<file path="config.mk">
export PLATFORM = sky130hd
export DESIGN_NAME = alu_share_arbiter
export DESIGN_NICKNAME = d
export VERILOG_FILES = /design/src/rtl/alu_share_arbiter.sv
export SDC_FILE = /design/constraint.sdc
export NUM_CORES = 1
export LEC_CHECK = 0
export CAP_MARGIN = 10
export CORE_MARGIN = 4
export CORE_UTILIZATION = 40
export DETAILED_ROUTE_END_ITERATION = 10
export GPL_ROUTABILITY_DRIVEN = 0
export HOLD_SLACK_MARGIN = 0.15
export PLACE_DENSITY = 0.71
export SYNTH_ARGS = -nofsm -noshare
export SYNTH_HDL_FRONTEND = slang
export SYNTH_SLANG_ARGS = --single-unit
</file>
<file path="constraint.sdc">
create_clock -name clk -period 22.1 [get_ports clk]
set_clock_uncertainty 0.2 [all_clocks]
set_input_delay 6.63 -clock clk [delete_from_list [all_inputs] [get_ports clk]]
set_output_delay 6.63 -clock clk [all_outputs]
set_load 0.05 [all_outputs]
</file>
<file path="src/rtl/alu_share_arbiter.sv">
// ---------------------------------------------------------------------------
// alu_share_arbiter
//
// Shares one 32-bit ALU (add / xor / sub / unsigned slt, with C/Z/V/N flags)
// among N_REQ requesters. Grants rotate round-robin. Each granted operation is
// computed combinationally and captured in a single output register. That
// register is drained through a valid/ready response port, and each result is
// tagged with the index of the requester that produced it.
//
// Ports
//   clk            rising-edge clock
//   rst            synchronous, active-high reset
//   req_valid      [N_REQ]    requester i presents an operation
//   req_ready      [N_REQ]    one-hot (or zero): requester i accepted this cycle
//   req_a, req_b   [32*N_REQ] operands, requester i at bits [32i+31:32i]
//   req_ctrl       [2*N_REQ]  op, requester i at bits [2i+1:2i]
//                             (00 add, 01 xor, 10 sub, 11 slt)
//   resp_valid     output register holds a result
//   resp_ready     consumer takes the result this cycle
//   resp_id        [ID_W] index of the requester that produced the result
//   resp_result    [32] ALU result
//   resp_carry/zero/overflow/negative   ALU flags
// ---------------------------------------------------------------------------
module alu_share_arbiter #(
  parameter int N_REQ = 4,
  parameter int ID_W  = $clog2(N_REQ)
) (
  input  logic                 clk,
  input  logic                 rst,
  input  logic [N_REQ-1:0]     req_valid,
  output logic [N_REQ-1:0]     req_ready,
  input  logic [32*N_REQ-1:0]  req_a,
  input  logic [32*N_REQ-1:0]  req_b,
  input  logic [2*N_REQ-1:0]   req_ctrl,
  output logic                 resp_valid,
  input  logic                 resp_ready,
  output logic [ID_W-1:0]      resp_id,
  output logic [31:0]          resp_result,
  output logic                 resp_carry,
  output logic                 resp_zero,
  output logic                 resp_overflow,
  output logic                 resp_negative
);

  typedef enum logic {
    S_EMPTY = 1'b0,
    S_FULL  = 1'b1
  } state_e;

  typedef enum logic [1:0] {
    OP_ADD = 2'b00,
    OP_XOR = 2'b01,
    OP_SUB = 2'b10,
    OP_SLT = 2'b11
  } alu_op_e;

  state_e          state_q, state_d;
  logic [ID_W-1:0] ptr_q, ptr_d;
  logic [ID_W-1:0] id_q;
  logic [31:0]     result_q;
  logic            carry_q, zero_q, overflow_q, negative_q;

  logic            can_accept;
  logic            any_valid;
  logic            grant;
  logic [ID_W-1:0] gnt_id;
  logic [ID_W-1:0] scan_idx;

  logic [31:0]     op_a, op_b;
  logic [1:0]      op_ctrl;
  logic [32:0]     sum33, diff33;
  logic [31:0]     alu_res;
  logic            alu_c, alu_z, alu_v, alu_n;

  // A held result that is being drained this cycle frees the slot immediately.
  assign can_accept = (state_q == S_EMPTY) || resp_ready;

  // -------------------------------------------------------------------------
  // Round-robin scan starting at ptr_q. Only req_valid and ptr_q feed it, so
  // req_ready never depends on operand or ctrl values.
  // -------------------------------------------------------------------------
  always_comb begin
    // NOTE: every signal assigned in always_comb gets a default first, so no
    // path leaves it unassigned and no latch is inferred.
    any_valid = 1'b0;
    gnt_id    = '0;
    scan_idx  = '0;
    for (int k = 0; k < N_REQ; k++) begin
      // ptr_q + k taken modulo N_REQ. The result is always below N_REQ, so
      // wrapping at ID_W bits and then subtracting N_REQ gives the correct index.
      if (int'(ptr_q) + k >= N_REQ) begin
        scan_idx = ptr_q + ID_W'(k) - ID_W'(N_REQ);
      end else begin
        scan_idx = ptr_q + ID_W'(k);
      end
      if (!any_valid && req_valid[scan_idx]) begin
        any_valid = 1'b1;
        gnt_id    = scan_idx;
      end
    end
  end

  assign grant = any_valid && can_accept && !rst;

  always_comb begin
    req_ready = '0;
    for (int k = 0; k < N_REQ; k++) begin
      if (grant && (gnt_id == ID_W'(k))) begin
        req_ready[k] = 1'b1;
      end
    end
  end

  // -------------------------------------------------------------------------
  // Operand mux feeding the single shared ALU
  // -------------------------------------------------------------------------
  always_comb begin
    op_a    = '0;
    op_b    = '0;
    op_ctrl = '0;
    for (int k = 0; k < N_REQ; k++) begin
      if (gnt_id == ID_W'(k)) begin
        op_a    = req_a[32*k +: 32];
        op_b    = req_b[32*k +: 32];
        op_ctrl = req_ctrl[2*k +: 2];
      end
    end
  end

  // Subtraction is A + ~B + 1, so the carry out is 1 exactly when there is no borrow.
  assign sum33  = {1'b0, op_a} + {1'b0, op_b};
  assign diff33 = {1'b0, op_a} + {1'b0, ~op_b} + 33'd1;

  always_comb begin
    alu_res = '0;
    alu_c   = 1'b0;
    alu_z   = 1'b0;
    alu_v   = 1'b0;
    alu_n   = 1'b0;
    unique case (alu_op_e'(op_ctrl))
      OP_ADD: begin
        alu_res = sum33[31:0];
        alu_c   = sum33[32];
        alu_v   = (op_a[31] == op_b[31]) && (alu_res[31] != op_a[31]);
        alu_z   = (alu_res == 32'd0);
        alu_n   = alu_res[31];
      end
      OP_SUB: begin
        alu_res = diff33[31:0];
        alu_c   = diff33[32];
        alu_v   = (op_a[31] != op_b[31]) && (alu_res[31] != op_a[31]);
        alu_z   = (alu_res == 32'd0);
        alu_n   = alu_res[31];
      end
      OP_XOR: begin
        alu_res = op_a ^ op_b;
      end
      OP_SLT: begin
        alu_res = {31'd0, ~diff33[32]};
      end
      default: ;
    endcase
  end

  // -------------------------------------------------------------------------
  // FSM next state and pointer update
  // -------------------------------------------------------------------------
  always_comb begin
    state_d = state_q;
    ptr_d   = ptr_q;
    if (grant) begin
      state_d = S_FULL;
      ptr_d   = (gnt_id == ID_W'(N_REQ - 1)) ? '0 : gnt_id + ID_W'(1);
    end else if (state_q == S_FULL && resp_ready) begin
      state_d = S_EMPTY;
    end
  end

  // NOTE: sequential state uses non-blocking assignments, so every register
  // samples values from before the edge regardless of process order.
  always_ff @(posedge clk) begin
    if (rst) begin
      // NOTE: the result register is reset as well as the control state,
      // because resp_id/result/flags are visible outputs right after reset.
      state_q    <= S_EMPTY;
      ptr_q      <= '0;
      id_q       <= '0;
      result_q   <= '0;
      carry_q    <= 1'b0;
      zero_q     <= 1'b0;
      overflow_q <= 1'b0;
      negative_q <= 1'b0;
    end else begin
      state_q <= state_d;
      ptr_q   <= ptr_d;
      if (grant) begin
        id_q       <= gnt_id;
        result_q   <= alu_res;
        carry_q    <= alu_c;
        zero_q     <= alu_z;
        overflow_q <= alu_v;
        negative_q <= alu_n;
      end
    end
  end

  assign resp_valid    = (state_q == S_FULL);
  assign resp_id       = id_q;
  assign resp_result   = result_q;
  assign resp_carry    = carry_q;
  assign resp_zero     = zero_q;
  assign resp_overflow = overflow_q;
  assign resp_negative = negative_q;

endmodule

</file>
==> flow_summary.ini <==
[synth]
yosys.area_share.simple = 0.287
ys.flop_type = dfxtp_1
synth_top_family_by_area = compound AO/OA/AOI/OAI gates
yosys.area_share.xor_xnor = 0.0287
yosys_warnings = 0
syn_inst = 1560
netlist_area_mm2 = 0.00945
synth-seq-cells = 41
synth_area_per_cell_um2 = 6.06
yosysSeqAreaShare = 0.0869
synthAdderAreaFrac = 0.0914
synth_cell_types = 88
async_reset_ff_frac = 0
synth-compound-area-share = 0.416
synth.net_count = 1900
synth-edff-count = 0
muxShareOfSynthArea = 0.00967

[sta]
finalSetupViolCount = 0
period_minus_slack_ns = 16.69
fmax_mhz = 59.9
fin_ws_ns = 5.41
worst_pin_slew_ns = 0.953
hold_viol = 0
final-max-slew-violation-count = 0
rsz0062_at_grt = no
finalSetupTns_ns = 0
post-route-period-util = 0.755
max_slew_margin = 0.365

[clocking]
cts_resized = 0
root_buffer = clkbuf_16
cts_tree = yes
cts-htree-levels = 2
clockBufferDepth = 2
clkTransAtPathRegs_ns = 0.06
cts_sinks = 41
cts_made_buffers = 5
cts_hold_buf = 0
cts_setup_buffers = 0
worst_skew_pair.late_latency_ns = 0.28

[floorplan]
die_w_um = 162
placementRows = 55
core_mm2 = 0.0229
io_pins = 314
start_util = 0.412
die_y_um = 162
dieArea_mm2 = 0.0261

[setup_path]
worstPathMaxFanout = 68
worstPathArrival_ns = 9.86
cp-end-kind = output pin
startpoint_type = input port
cp.required_ns = 15.27
setup.worst_path.class = in2out

[layout]
layout-drive-gt1-share = 0.0367
diodes = 0
fin_util = 0.559
fillers = 2341
area_growth_pct = 35.6
fin_nets = 2108
stdcell_count = 2082

[route]
vias = 12397
dr.pass1.iters = 8
drt_wl_total_um = 41200
initialDrtViolationCount = 1179
routedWlPerCell_um = 19.8
viasPerCell = 5.95
ant_nets = 0
drc = 0

[grt]
grt_pass1_vias = 11401
grt-ovfl-total = 0
grt_pass1_wl_um = 62800
grt_usage = 0.296
grt_antenna_before_repair = 0
grt_max_degree = 91

[placement]
dp_hpwl_um = 33100
place_inst = 2074
io_buffers = 313
post-place-ws_ns = 5.39

[run_status]
run_status = completed

[min_path]
worstHoldPathType = reg2reg

[flow_run]
maxCapViolCount = 0
## registers in the layout (all words and copies together) (netlist names)
name and flops:
resp_result 32, ptr_q 2, resp_id 2, resp_carry 1, resp_negative 1, resp_overflow 1, resp_valid 1, resp_zero 1
## cells in the mapped netlist (all sizes together) (8+ instances only)
master | instances | area, um2
mux2i | 8 | 80.1
a221oi | 9 | 85.1
a32oi | 9 | 78.8
a211oi | 26 | 200
clkbuf | 101 | 379
a21oi | 224 | 1130
nand4 | 15 | 93.8
nand3b | 9 | 67.6
a2111oi | 10 | 119
a22oi | 12 | 90.1
and3 | 8 | 50.1
a21o | 46 | 345
nand2b | 10 | 62.6
nor3 | 33 | 165
o21a | 10 | 75.1
a31oi | 10 | 83.8
o211ai | 19 | 161
nor2b | 13 | 81.3
o221ai | 9 | 85.1
nand2 | 168 | 631
o21ai | 106 | 534
inv | 71 | 267
o21bai | 12 | 90.1
dfxtp | 41 | 821
nor2 | 278 | 1040
xnor2 | 29 | 254
o31ai | 20 | 169
nand3 | 31 | 155
ha | 69 | 863
buf | 21 | 95.1
nor4 | 13 | 87.6
o22ai | 14 | 87.6
a311oi | 9 | 91.3
## cells by family after synthesis
| kind of cell | count (synthesis) |
|---|---|
| compound gates | 597 |
| simple gates | 615 |
| buf+inv | 198 |
| flops | 41 |
| fa+ha+maj | 69 |
| xor+xnor | 31 |
| mux | 9 |
## layer usage
metal | wire length, um | vias up | GRT usage
li1 | - | 6048 | -
met1 | 16000 | 5621 | 0.358
met2 | 20200 | 615 | 0.538
met3 | 3490 | 113 | 0.0507
met4 | 1570 | 0 | 0.0869
met5 | 0 | - | 0
## placed cells by master (no fill, tap or decap), types with 25 or more instances in the layout
cell,instances
clkdlybuf4s50_1,313
dfxtp_1,41
ha_1,65
nand3_1,31
nor2_1,278
a21o_1,46
nand2_1,168
inv_1,71
xnor2_1,29
nor3_1,32
a211oi_1,25
a21oi_1,221
o21ai_0,101
## cell type report
cell class	instances	area (um2)	area share
multi-input cells	1321	7930	0.619
repair buffers	323	3210	0.250
flip-flops and latches	41	821	0.0641
well taps	313	392	0.0306
inverters	76	285	0.0223
clock buffers	6	139	0.0108
clock inverters	2	37.5	0.00293
## path summary, 6_finish.rpt
path / endpoint / cells after the start / slack (ns) / start
worst max-delay path: req_ready[1] / 10 / 5.41 / req_valid[1]
worst min-delay path: resp_negative / 2 / 0.26 / resp_negative
worst max register to register: resp_zero / 25 / 14.43 / ptr_q[0]
worst min register to register: resp_negative / 2 / 0.26 / resp_negative
## critical path, stage by stage
cell,delay (ns)
clkdlybuf4s50_1,0.53
inv_1,0.08
a21oi_1,0.13
nor2_1,0.05
a221oi_1,0.32
nand2b_1,0.21
inv_1,0.20
ha_4,0.64
and2_1,0.22
clkdlybuf4s50_1,0.81
## through the flow
stage	hold WS, ns	area [um2]
after detailed placement	0.251	12600
after global routing	0.275	12800
after CTS	0.259	12800
final	0.258	12800
after global placement	0.252	12600
after floorplan	0.289	9450
Power is left out: the tool's default activity adds up to more than one toggle a clock period on the data nets, which glitch-free logic cannot reach.
